## src/rtl/instruction_fetch.sv

```systemverilog
// IF stage of the pipelined MIPS CPU: PC register, word-addressed instruction memory
// and the IF/ID pipeline register. Stall, flush and redirect arrive from later stages.
module instruction_fetch #(
  parameter int          INSTR_MEM_SIZE = 32,
  parameter logic [31:0] RESET_PC       = 32'h00000000
) (
  input  logic        clock,
  input  logic        reset,
  input  logic        stall,
  input  logic        flush,
  input  logic        redirect_valid,
  input  logic [31:0] redirect_pc,
  output logic [31:0] pc,
  output logic [31:0] if_id_instr,
  output logic [31:0] if_id_pc_plus4,
  output logic        if_id_valid,
  output logic        fetch_error,
  output logic [31:0] fetch_count
);

  localparam int ADDR_W = (INSTR_MEM_SIZE > 1) ? $clog2(INSTR_MEM_SIZE) : 1;

  // Contents are filled from outside (e.g. directly by a bench); the stage only reads.
  logic [31:0] data [INSTR_MEM_SIZE];

  logic [31:0] r_pc;
  logic [31:0] r_ifIdInstr;
  logic [31:0] r_ifIdPcPlus4;
  logic        r_ifIdValid;
  logic        r_fetchError;
  logic [31:0] r_fetchCount;

  logic [29:0]       w_wordIdx;
  logic [ADDR_W-1:0] w_memAddr;
  logic              w_inRange;
  logic [31:0]       w_fetchWord;
  logic [31:0]       w_pcPlus4;
  logic              w_load;
  logic              w_misaligned;

  assign w_wordIdx    = r_pc[31:2];
  assign w_memAddr    = w_wordIdx[ADDR_W-1:0];
  assign w_inRange    = ({2'b00, w_wordIdx} < 32'(INSTR_MEM_SIZE));
  // Out-of-range fetches read as a NOP so the pipeline keeps running after an error.
  assign w_fetchWord  = w_inRange ? data[w_memAddr] : 32'h00000000;
  assign w_pcPlus4    = r_pc + 32'd4;
  assign w_load       = !flush && !stall;
  assign w_misaligned = redirect_valid && (redirect_pc[1:0] != 2'b00);

  // Redirect beats stall so a resolved branch is never lost behind a load-use stall.
  always_ff @(posedge clock) begin
    if (reset) begin
      r_pc <= RESET_PC;
    end else if (redirect_valid) begin
      r_pc <= {redirect_pc[31:2], 2'b00};
    end else if (!stall) begin
      r_pc <= w_pcPlus4;
    end
  end

  always_ff @(posedge clock) begin
    if (reset) begin
      r_ifIdInstr   <= 32'h00000000;
      r_ifIdPcPlus4 <= 32'h00000000;
      r_ifIdValid   <= 1'b0;
      r_fetchCount  <= 32'h00000000;
    end else if (flush) begin
      r_ifIdInstr   <= 32'h00000000;
      r_ifIdPcPlus4 <= 32'h00000000;
      r_ifIdValid   <= 1'b0;
    end else if (!stall) begin
      r_ifIdInstr   <= w_fetchWord;
      r_ifIdPcPlus4 <= w_pcPlus4;
      r_ifIdValid   <= 1'b1;
      r_fetchCount  <= r_fetchCount + 32'd1;
    end
  end

  // Sticky until reset; an out-of-range word only counts as an error once it is latched.
  always_ff @(posedge clock) begin
    if (reset) begin
      r_fetchError <= 1'b0;
    end else if (w_misaligned || (w_load && !w_inRange)) begin
      r_fetchError <= 1'b1;
    end
  end

  assign pc             = r_pc;
  assign if_id_instr    = r_ifIdInstr;
  assign if_id_pc_plus4 = r_ifIdPcPlus4;
  assign if_id_valid    = r_ifIdValid;
  assign fetch_error    = r_fetchError;
  assign fetch_count    = r_fetchCount;

endmodule

```

## config.mk

```make
export PLATFORM = sky130hd
export DESIGN_NAME = instruction_fetch
export DESIGN_NICKNAME = d
export VERILOG_FILES = /design/src/rtl/instruction_fetch.sv
export SDC_FILE = /design/constraint.sdc
export NUM_CORES = 1
export LEC_CHECK = 0
export BUFFER_PORTS_ARGS = -buffer_cell sky130_fd_sc_hd__buf_2
export CAP_MARGIN = 20
export CORE_MARGIN = 10
export CORE_UTILIZATION = 25
export DETAILED_ROUTE_END_ITERATION = 8
export GPL_TIMING_DRIVEN = 0
export PLACE_DENSITY = 0.46
export SYNTH_ARGS = -nofsm -noshare
export SYNTH_HDL_FRONTEND = slang
export SYNTH_SLANG_ARGS = --single-unit
```

## constraint.sdc

```tcl
create_clock -name clock -period 2.1 [get_ports clock]
set_input_delay 0.42 -clock clock [delete_from_list [all_inputs] [get_ports clock]]
set_output_delay 0.42 -clock clock [all_outputs]
set_load 0.05 [all_outputs]
```

======== After elaboration in Yosys (flattened, before gate mapping) ========
Cells that the tools add are included.
Widths: inputs -> output; s select.
operators by class
  shift-type cells ........................ 0
  div/mod/pow operators ................... 0
  equality and inequality tests ........... 1
  muxes and demuxes ....................... 3
  bitwise operators ....................... 2
  magnitude comparators ................... 1
  multipliers ............................. 0
  reductions and logical operators ........ 11
  add/sub/neg operators ................... 2
operators with widths
  kind                   number
  $mux 32                3
  $add 32x1->32 const B  1
  $add 32x3->32 const B  1
  $lt 30x6->1 const B    1
  $reduce_or 2->1        2
  $logic_and 1x1->1      3
  $logic_not 1->1        3
  $ne 2x1->1 const B     1
  $not 1->1              2
  $reduce_and 2->1       1
  $reduce_bool 2->1      1
  $logic_or 1x1->1       1
word-level totals
  latch bits .............................. 0
  output and inout port bits .............. 130
  flip-flop bits (word level) ............. 130
  memories kept ........................... 0
  memory bits (read-only) ................. 0
  bits in writable memories ............... 0

======== Depth between registers and ports, before layout ========
  depth in word-level cells ............... 4
  depth in mapped cells ................... 7

======== Least setup slack after synthesis ========
Ideal clock, no wire load.
  path kind ............................... register to register
  start point ............................. register r_pc[2], in the netlist pc[2]
  end point ............................... register r_pc[24], in the netlist pc[24]
  required time ........................... 2.009 ns
  arrival time ............................ 2.490 ns
  clock period less this slack ............ 2.581 ns
  path slack .............................. -0.481 ns
  cell stages (with the launch flop) ...... 7
  cells stage by stage .................... dfxtp_1 -> ha_1 -> nand3_1 -> or4_1 -> clkbuf_1 -> or4_1 -> a311oi_1
between the ends
  longest elaborated chain between the ends .. 3
ends and longest elaborated chain
  what                      line  source
  start: declaration        26    logic [31:0] r_pc;
  start signal: assignment  55    r_pc <= {redirect_pc[31:2], 2'b00};
  start signal: assignment  57    r_pc <= w_pcPlus4;
  $add 32x3->32             46    assign w_pcPlus4 = r_pc + 32'd4;
  $mux 32                   56    end else if (!stall) begin
  $mux 32                   54    end else if (redirect_valid) begin
Every way passes these cells. The select of a mux whose other input is x is not followed.
A chain may end at the register's enable or synchronous reset.

======== Final worst setup path ========
  start point ............................. register r_pc[10], in the netlist pc[10]
  end point ............................... register r_pc[31], in the netlist pc[31]
Same word-level chain as after synthesis.

==> summary.md <==
| Metric | Value |
|---|---|
| Outcome | `completed` |
| Period utilization | `98.2%` |
| Initial Util | `about a quarter` |
| Clk pwr share | `38.8%` |
| TritonCTS clock tree | `built` |
| Ys Warns | `0` |
| Core area | `19700 um^2` |
| Synthesized area | `between 5000 and 6000 um^2` |
| VDD IR-drop max | `about 0.00039 V` |
| Comb power frac | `19.3%` |
| Crit path max fanout | `6` |
| Via-to-Cell Ratio | `between 4 and 5` |
| Final setup fails | `0` |
| Worst-Margin Slew | `0.698 ns` |
| Fill cell count | `2139` |
| GRT Util Overall | `between 10% and 20%` |
| Setup TNS | `0 ns` |
| 1st-iter DRT viols | `350` |
| Synth area leader | `dfxtp_1` |
| Clk Latency, worst-skew pair | `about 0.35 ns` |
| Clock buffer depth | `2` |
| Register bit total from synthesis | `94` |
| Slew margin rel. | `53.5%` |
| Share of power burned in registers | `between 40% and 50%` |
| Cell count after synthesis | `between 600 and 700` |
| GRT overflow | `0` |
| DR WL/cell | `18.4 um` |
| Fin. Hold Viols | `0` |
| Crit path required time | `between 2 and 2.5 ns` |
| Port bufs | `between 100 and 150` |
| Final Max Tran Viols | `0` |
| Endpoint type of the worst setup path | `flop` |
| Post-route DRC | `0` |
| Worst Clk Skew | `approximately 0.014 ns` |
| Antenna-violating nets left | `0` |
| Die Footprint | `26300 um^2` |
| Power Internal | `about 3100 uW` |
| Clk sinks | `94` |
| Hold WC Path Type | `in2reg` |
| Final WL | `20.3 mm` |
| Crit Path Category | `reg2reg` |
| Vias post-DR | `roughly 5.4k` |
| Die Ht | `around 160 um` |
| CTS Buf Count | `9` |
| FP Rows | `51` |
| RSZ-0062 raised after global routing | `yes` |
| Hold Buf Count CTS | `0` |
| Post-layout util | `36.9%` |
| Net switching fraction of the power | `32.4%` |
| H-tree depth | `3` |
| GP Congestion | `between 0.8 and 0.9` |
| P&R area growth vs syn | `43.5%` |
| Max Cap Violations | `0` |
| Cell with the most instances after synthesis | `dfxtp_1` |
| Share of async-settable or async-resettable flops after synthesis | `0%` |
| Die width | `roughly 160 um` |
| Post-synth EDFFs | `0` |
| First-pass GRT wire length | `about 31 mm` |
| Pwr Density | `around 640 nW/um^2` |
| Distinct cell type count after synthesis | `46` |
| Initial antenna violation count | `1` |
| Static leakage | `approximately 0.0029 uW` |
| Final critical-path required period | `a little over 2 ns` |
| Nets | `just under 900` |
| Root Driver | `clkbuf_16` |
| Layout cell share with drive strength beyond 1 | `39.3%` |
| Synth Flop Type | `dfxtp_1` |
| IO Pins | `between 150 and 200` |
| Clk slew on worst S/H paths | `0.08 ns` |
| Synthesized area per cell | `about 8 um^2` |
| DRT Pass-1 Iters | `4` |
| Largest net degree at the start of global routing | `16` |
| Number of global-route vias before repair | `5191` |
| Sw Pwr | `roughly 1500 uW` |
| Max Fclk | `a little under 500 MHz` |
| Commonest cells in the netlist | `dfxtp_1, o21ai_0, a21oi_1` |
| Seq/Total Area, Yosys | `roughly 37%` |
| Detail Placement HPWL | `approximately 15 mm` |
| Ranking of synthesized cells by area | `dfxtp_1, buf_4, o21ai_0` |
| Arr. time, crit path | `about 2.3 ns` |
| Type of origin of the critical path | `flop` |
| Share of the synthesized area in the top cell type | `37.2%` |
power by group through the flow:
stage / clock network [uW] / registers [uW] / logic, uW
after floorplan: 0 / 2170 / 433
after global placement: 0 / 1960 / 884
after detailed placement: 0 / 1960 / 882
after CTS: 1840 / 1930 / 884
after global routing: 1920 / 1950 / 954
final: 1790 / 1940 / 893
cells by family (layout without fill, tap and decap cells):
logic type               Yosys count  in the layout  share of synthesized area [%]
AND/OR/NAND/NOR                  227            227                           25.5
AO/OA/AOI/OAI                    164            164                           20.1
buffers and inverters            107            283                           10.8
flip-flops                        94             94                           37.2
XOR/XNOR                          33             33                           5.72
adder cells (fa/ha/maj)            2              2                          0.495
other                              1             37                         0.0742
cells in the final DEF, fill, tap and decap left out, drive strengths merged, types with 22 or more instances in the layout:
cell type	n
buf	219
dfxtp	94
o21ai	50
a21oi	46
nor2	43
conb	36
clkbuf	36
nand2	35
a211oi	24
nor3	23
or4	22
sequential cells by signal (all words and copies together), names as in the netlist:
register,flops
if_id_pc_plus4,30
fetch_error,1
pc,30
if_id_valid,1
fetch_count,32
through the flow:
step / area, um^2 / total power, uW / hold slack (ns) / instances / worst slack [ns]
6_report: 7260 / 4620 / 0.316 / 1105 / 0.0375
5_1_grt: 7250 / 4820 / 0.324 / 1104 / -0.0480
4_1_cts: 6940 / 4660 / 0.313 / 1082 / -0.00550
3_5_place_dp: 6380 / 2840 / 0.438 / 1057 / -0.488
3_3_place_gp: 6380 / 2840 / 0.439 / 1057 / -0.556
2_1_floorplan: 5410 / 2610 / 0.554 / 663 / -0.0338
cell type report:
type / instances / area [um^2] / area share [%]
Timing Repair Buffer: 170 / 953 / 13.1
Sequential cell: 94 / 2010 / 27.7
Clock buffer: 10 / 229 / 3.16
Antenna cell: 1 / 2.50 / 0.0345
Clock inverter: 6 / 86.3 / 1.19
Inverter: 22 / 82.6 / 1.14
Multi-Input combinational cell: 462 / 3050 / 42.1
Buffer: 75 / 510 / 7.04
Tap cell: 265 / 332 / 4.57
metal layers:
metal / vias to the layer above / routed length (um) / global-route usage (%) / part of all wire [%]
li1: 2679 / - / - / -
met1: 2512 / 9120 / 18.9 / 45
met2: 158 / 9520 / 24.4 / 47
met3: 12 / 1480 / 4.73 / 7.3
met4: 0 / 172 / 2.69 / 0.85
met5: - / 0 / 0 / 0
worst max-delay path, cell delays in order (launching register included):
cell,delay (ns)
dfxtp_4,0.38
nand4_1,0.12
buf_4,0.18
or4_4,0.48
buf_8,0.14
or4_4,0.41
a311oi_2,0.26
what timing repair did:
item                                   in CTS  in global routing
setup buffers                              15                 26
gates resized for setup                    31                 49
setup endpoints to repair                  40                 35
endpoints found under the hold margin       0                  0
pin swaps                                   8                 18
worst paths after layout:
check	startpoint	end	slack (ns)	cells past startpoint
worst max-delay path	pc[10]	pc[31]	0.04	6
worst min-delay path	redirect_pc[27]	pc[27]	0.32	3
worst max register to register	pc[10]	pc[31]	0.04	6
worst min register to register	if_id_valid	if_id_valid	0.46	1
(Power assumes the default switching activity.)
